--- config.mk ---
export PLATFORM = sky130hd
export DESIGN_NAME = sprite_blitter
export DESIGN_NICKNAME = d
export VERILOG_FILES = /design/src/rtl/sprite_blitter.sv
export SDC_FILE = /design/constraint.sdc
export NUM_CORES = 1
export LEC_CHECK = 0
export CAP_MARGIN = 25
export CORE_ASPECT_RATIO = 1.4
export CORE_UTILIZATION = 38
export DETAILED_ROUTE_END_ITERATION = 7
export PLACE_DENSITY = 0.73
export SYNTH_ARGS = -nofsm -noshare
export SYNTH_HDL_FRONTEND = slang
export SYNTH_SLANG_ARGS = --single-unit
--- constraint.sdc ---
create_clock -name clk50 -period 5.3 [get_ports clk50]
set_input_delay 0.53 -clock clk50 [delete_from_list [all_inputs] [get_ports clk50]]
set_output_delay 0.53 -clock clk50 [all_outputs]
set_load 0.1 [all_outputs]
--- src/rtl/sprite_blitter.sv ---
// rtl/sprite_blitter.sv - sprite renderer: render queue -> sprite ROM -> double-buffered framebuffer.
// Optional BLITTER_CLEAR_EN: fill the new back bank with BG_COLOR after every bank swap.
module sprite_blitter #(
  parameter int                 FB_W      = 640,
  parameter int                 FB_H      = 480,
  parameter int                 PIXEL_W   = 24,
  parameter int                 SPR_AW    = 16,
  parameter int                 DIM_W     = 10,
  parameter logic [PIXEL_W-1:0] KEY_COLOR = 24'hFF00FF,
  parameter logic [7:0]         DO_RENDER = 8'hFF,
  parameter logic [PIXEL_W-1:0] BG_COLOR  = 24'h000000,
  parameter int                 FB_AW     = $clog2(FB_W*FB_H)
) (
  input  logic               clk50,
  input  logic               reset,
  input  logic               cmd_valid,
  input  logic [47:0]        cmd_data,
  output logic               cmd_pop,
  output logic [7:0]         desc_magic,
  input  logic               desc_valid,
  input  logic [SPR_AW-1:0]  desc_base,
  input  logic [DIM_W-1:0]   desc_w,
  input  logic [DIM_W-1:0]   desc_h,
  output logic [SPR_AW-1:0]  pix_addr,
  input  logic [PIXEL_W-1:0] pix_din,
  output logic               fb_we,
  output logic [FB_AW-1:0]   fb_addr,
  output logic [PIXEL_W-1:0] fb_din,
  output logic               fb_bank,
  input  logic               end_of_field,
  output logic               front_bank,
  output logic               busy,
  output logic               frame_done
);

  localparam logic [2:0] S_FETCH  = 3'd0;
  localparam logic [2:0] S_DECODE = 3'd1;
  localparam logic [2:0] S_DRAW   = 3'd2;
  localparam logic [2:0] S_DRAIN  = 3'd3;
  localparam logic [2:0] S_WAIT   = 3'd4;
`ifdef BLITTER_CLEAR_EN
  localparam logic [2:0]       S_CLEAR    = 3'd5;
  localparam logic [FB_AW-1:0] L_CLR_LAST = FB_AW'(FB_W*FB_H-1);
`endif

  logic [2:0]        r_state;
  logic              r_cmd_pop;
  logic [7:0]        r_magic;
  logic [15:0]       r_x;
  logic [15:0]       r_y;
  logic              r_flip;
  logic [DIM_W-1:0]  r_w;
  logic [DIM_W-1:0]  r_h;
  logic [DIM_W-1:0]  r_cx;
  logic [DIM_W-1:0]  r_cy;
  logic [SPR_AW-1:0] r_row_base;
  logic [16:0]       r_x0;
  logic [16:0]       r_y0;
  logic              r_issue_d;
  logic [16:0]       r_sx_d;
  logic [16:0]       r_sy_d;
  logic              r_front;
  logic              r_frame_done;
`ifdef BLITTER_CLEAR_EN
  logic [FB_AW-1:0]  r_clr;
`endif

  logic              w_issue;
  logic              w_last_col;
  logic              w_last_row;
  logic [DIM_W-1:0]  w_off;
  logic [SPR_AW-1:0] w_pix_addr;
  logic              w_on_screen;
  logic [FB_AW-1:0]  w_lin;
  logic              w_unused;

  assign w_issue    = (r_state == S_DRAW);
  assign w_last_col = (r_cx == r_w - DIM_W'(1));
  assign w_last_row = (r_cy == r_h - DIM_W'(1));
  // Horizontal flip mirrors the column inside the current row only.
  assign w_off      = r_flip ? (r_w - DIM_W'(1) - r_cx) : r_cx;
  assign w_pix_addr = r_row_base + SPR_AW'(w_off);

  // Sign bit set means the coordinate went negative: clip, never wrap.
  assign w_on_screen = !r_sx_d[16] && (r_sx_d < 17'(FB_W)) &&
                       !r_sy_d[16] && (r_sy_d < 17'(FB_H));
  assign w_lin = FB_AW'(r_sy_d[15:0]) * FB_AW'(FB_W) + FB_AW'(r_sx_d[15:0]);

  assign cmd_pop    = r_cmd_pop;
  assign desc_magic = r_magic;
  assign pix_addr   = w_issue ? w_pix_addr : '0;
  assign fb_bank    = ~r_front;
  assign front_bank = r_front;
  assign busy       = (r_state != S_FETCH);
  assign frame_done = r_frame_done;

`ifdef BLITTER_CLEAR_EN
  assign fb_we    = (r_issue_d && w_on_screen && (pix_din != KEY_COLOR)) || (r_state == S_CLEAR);
  assign fb_addr  = r_issue_d ? w_lin : ((r_state == S_CLEAR) ? r_clr : '0);
  assign fb_din   = r_issue_d ? pix_din : ((r_state == S_CLEAR) ? BG_COLOR : '0);
  assign w_unused = &{1'b0, cmd_data[7:1]};
`else
  assign fb_we    = r_issue_d && w_on_screen && (pix_din != KEY_COLOR);
  assign fb_addr  = r_issue_d ? w_lin : '0;
  assign fb_din   = r_issue_d ? pix_din : '0;
  assign w_unused = &{1'b0, cmd_data[7:1], BG_COLOR};
`endif

  always_ff @(posedge clk50 or posedge reset) begin
    if (reset) begin
      r_state      <= S_FETCH;
      r_cmd_pop    <= 1'b0;
      r_magic      <= '0;
      r_x          <= '0;
      r_y          <= '0;
      r_flip       <= 1'b0;
      r_w          <= '0;
      r_h          <= '0;
      r_cx         <= '0;
      r_cy         <= '0;
      r_row_base   <= '0;
      r_x0         <= '0;
      r_y0         <= '0;
      r_issue_d    <= 1'b0;
      r_sx_d       <= '0;
      r_sy_d       <= '0;
      r_front      <= 1'b0;
      r_frame_done <= 1'b0;
`ifdef BLITTER_CLEAR_EN
      r_clr        <= '0;
`endif
    end else begin
      r_cmd_pop    <= 1'b0;
      r_frame_done <= 1'b0;
      r_issue_d    <= w_issue;
      if (w_issue) begin
        r_sx_d <= r_x0 + 17'(r_cx);
        r_sy_d <= r_y0 + 17'(r_cy);
      end
      case (r_state)
        S_FETCH: begin
          if (cmd_valid) begin
            r_cmd_pop <= 1'b1;
            r_magic   <= cmd_data[47:40];
            r_x       <= cmd_data[39:24];
            r_y       <= cmd_data[23:8];
            r_flip    <= cmd_data[0];
            r_state   <= S_DECODE;
          end
        end
        S_DECODE: begin
          if (r_magic == DO_RENDER) begin
            r_state <= S_WAIT;
          end else if (!desc_valid || (desc_w == '0) || (desc_h == '0)) begin
            r_state <= S_FETCH;
          end else begin
            r_w        <= desc_w;
            r_h        <= desc_h;
            r_row_base <= desc_base;
            r_x0       <= {1'b0, r_x} - 17'(desc_w >> 1);
            r_y0       <= {1'b0, r_y} - 17'(desc_h >> 1);
            r_cx       <= '0;
            r_cy       <= '0;
            r_state    <= S_DRAW;
          end
        end
        S_DRAW: begin
          if (w_last_col) begin
            r_cx       <= '0;
            r_cy       <= r_cy + DIM_W'(1);
            r_row_base <= r_row_base + SPR_AW'(r_w);
            if (w_last_row) r_state <= S_DRAIN;
          end else begin
            r_cx <= r_cx + DIM_W'(1);
          end
        end
        S_DRAIN: r_state <= S_FETCH;
        S_WAIT: begin
          if (end_of_field) begin
            r_front      <= ~r_front;
            r_frame_done <= 1'b1;
`ifdef BLITTER_CLEAR_EN
            r_clr        <= '0;
            r_state      <= S_CLEAR;
`else
            r_state      <= S_FETCH;
`endif
          end
        end
`ifdef BLITTER_CLEAR_EN
        S_CLEAR: begin
          r_clr <= r_clr + FB_AW'(1);
          if (r_clr == L_CLR_LAST) r_state <= S_FETCH;
        end
`endif
        default: r_state <= S_FETCH;
      endcase
    end
  end

endmodule

==> results.ini <==
[sta]
fin_setup_tns_ns = 0
finalSetupViolCount = 0
hold_viol = 0
maxSlewHeadroom_pct = 32.7
worst_pin_slew_ns = 1.01
period_share_pct = 96.6
setup_ws_ns = 0.179
finalMaxSlewViolations = 0
fmaxAchievable_mhz = 195
finalClockSkew_ns = 0.00908
min_period_ns = 5.12

[worst_hold_path]
worstHoldPathType = flip-flop to flip-flop
hold_depth = 2
hold_end = r_sx_d[2]
min_from = r_sx_d[2]

[die]
die_area_um2 = 32500
die_w_um = 153
floorplan.rows = 76
num_io_pins = 186
start_util_pct = 38.9
die_h_um = 213
core-area_um2 = 31000

[logic_synthesis]
yosys.area_share.simple_pct = 21.5
synth_nets = 1604
ys_seq_area_share_pct = 35.7
synth_compound_area_share_pct = 15.5
synth.mux.area_fraction_pct = 4.07
syn_inst = 1383
synth-adder-area-share_pct = 11.8
synth_cell_types = 59
synth_warnings = 0
synth_top_family_by_area = simple AND/OR/NAND/NOR gates
synth_edf_count = 0
synth_area_um2 = 12100
synth-xor-area-share_pct = 7.91
synth_ff_type = dfrtp_1
synth-seq-cells = 172
syn_area_per_cell_um2 = 8.72
synth-async-reset-ratio_pct = 100

[setup_path]
path_cells = buf_4 > nor3_2 > nor3b_1 > xor2_1 > ha_1 > o21a_1 > o31a_1 > o21a_1 > or3_1 > a31o_2 > ha_4 > o21ai_0 > a21oi_1 > o211a_1 > o21ai_2 > or3_1 > a21oi_2 > buf_12
cp_max_fo = 5
critical_path_arrival_ns = 4.59
required_ns = 4.77
r2r_end = r_cy[9]
slowest_delay_ns = 0.44
crit_buf_inv = 2
startpoint_type = flip-flop
r2r_start = r_w[0]
crit_path_end_kind = primary output
slowest_stage = dfrtp_2
worstSetupPathType = flip-flop to primary output
worst-r2r-setup-slack_ns = 1.38
reg2regPathDepth = 13
cpLargestDelayFamily = compound AO/OA/AOI/OAI gates

[detailed_routing]
drtAntennaViolNets = 0
avgRoutedWirePerCell_um = 15.3
dr.pass1.iters = 8
totalWireLength_um = 30000
route.detailed.drc = 17
viasPerCell = 5.33
drtIter0Drc = 585
vias = 10400

[cells_and_area]
area_growth_pct = 23.8
layout_common_cells = 171 x dfrtp_1, 165 x nand2_1, 157 x clkdlybuf4s50_1, 127 x o21ai_0, 113 x nor2_1
nNetsFinal = 1772
drive_gt1_share_pct = 8.76
final_common_cell = dfrtp_1

[clock_tree]
cts_hold_buf = 0
cts_tree = built
root_buffer = clkbuf_16
cts-buffers-inserted = 17
clock_sinks = 172
h-tree-depth = 4
clock_path_buffers = 2
path_clk_slew_ns = 0.08
clk_latency_ns = 0.45

[global_route]
grt_usage_pct = 18.8
gr-usage-met2_pct = 33.4
use_met3_pct = 3.82
grtUsageMet1_pct = 22.1
overflow = 0
top_usage_layer = met2
antenna_found_initial = 1
grt_max_degree = 101
grt_pass1_wl_um = 49400
grt_pass1_vias = 10200

[outcome]
status = finished, violations left
violations = design-rule violations

[place]
preCtsSetupSlack_ns = 0.384
hpwlAfterDp_um = 23600
gp_congestion = 0.848
io_buffer_count = 178

[job]
cap_violations = 0

-- worst min-delay path: stages (launching register included) --
cell	delay, ns
dfrtp_1	0.34
nand2_1	0.04
o21ai_0	0.06
-- cells by family after synthesis --
family | Yosys count
muxes | 44
adders and majority gates | 108
DFF | 172
xor gates and xnor gates | 109
and+or+nand+nor | 529
buffers and inverters | 111
AOI/OAI and AO/OA | 310
-- Yosys cell counts, types with 4 or more instances --
library cell,n,area [um2]
xnor2_1,51,447
a31o_2,7,61.3
nor3b_1,5,37.5
or3_1,24,150
xor2_1,58,508
mux2_2,40,450
a31oi_1,14,87.6
nand3_1,41,205
a211o_1,4,35.0
o21a_1,10,75.1
nor2_1,115,432
and2_1,40,250
nand2b_1,10,62.6
o41ai_1,7,61.3
mux2i_1,4,40.0
o211ai_1,5,37.5
nor3_1,37,185
a211oi_1,10,75.1
a21oi_1,53,265
o31a_1,4,35.0
o22ai_1,12,75.1
nand4_1,16,100
clkbuf_1,31,116
buf_2,4,20.0
o21ai_0,130,651
ha_1,99,1240
nor2b_1,28,175
and3_1,9,56.3
fa_1,9,180
nor4_1,9,56.3
o21bai_1,4,30.0
or2_2,4,25.0
inv_1,67,251
o31ai_1,19,143
dfrtp_1,172,4300
or4_1,9,67.6
nand2_1,165,619
a21o_1,15,113
buf_1,7,26.3
o2111ai_1,5,43.8
-- how the worst max path moves through the flow --
stage,from,endpoint,depth (start not counted)
after floorplan,r_w[1],pix_addr[15],17
after global placement,r_w[1],pix_addr[13],19
after detailed placement,r_w[0],pix_addr[13],19
after CTS,r_w[0],pix_addr[13],19
after global routing,r_w[0],pix_addr[13],19
final,r_w[0],pix_addr[13],18
-- final cells by class --
type	instances	area (um2)
Fill cell	2943	16100
Tap cell	390	488
Sequential cell	172	4310
Inverter	68	260
Clock buffer	17	425
Timing Repair Buffer	192	1920
Antenna cell	1	2.50
Multi-Input combinational cell	1100	7380
Clock inverter	15	151
-- registers in the layout, indices dropped and copies added, names as in the netlist, 3 cells and up --
signal and count:
r_row_base 16, desc_magic 8, r_x 16, r_h 10, r_sy_d 17, r_sx_d 17, r_w 10, r_x0 17
r_cy 10, r_y 16, r_state 3, r_cx 10, r_y0 17
-- metrics by stage --
step / util [%] / hold WS, ns / area (um2) / instances
after global routing: 48.2 / 0.515 / 14900 / 1955
final: 48.2 / 0.477 / 14900 / 1955
after floorplan: - / 0.438 / 12100 / 1383
after CTS: 48.1 / 0.484 / 14900 / 1952
after global placement: 46.2 / 0.458 / 14300 / 1919
after detailed placement: 46.2 / 0.468 / 14300 / 1919
-- per-layer routing --
layer,up-vias,wire [um]
li1,5215,-
met1,4888,13000
met2,255,14600
met3,56,1530
met4,0,906
met5,-,0
-- repair_timing --
item	CTS	global route
pin swaps	0	5
gates resized for setup	3	8
setup buffers	1	2
endpoints found under the setup margin	2	2
Power is not shown: default switching activity piles up to over one toggle a cycle in this logic, so the estimate is an artifact.
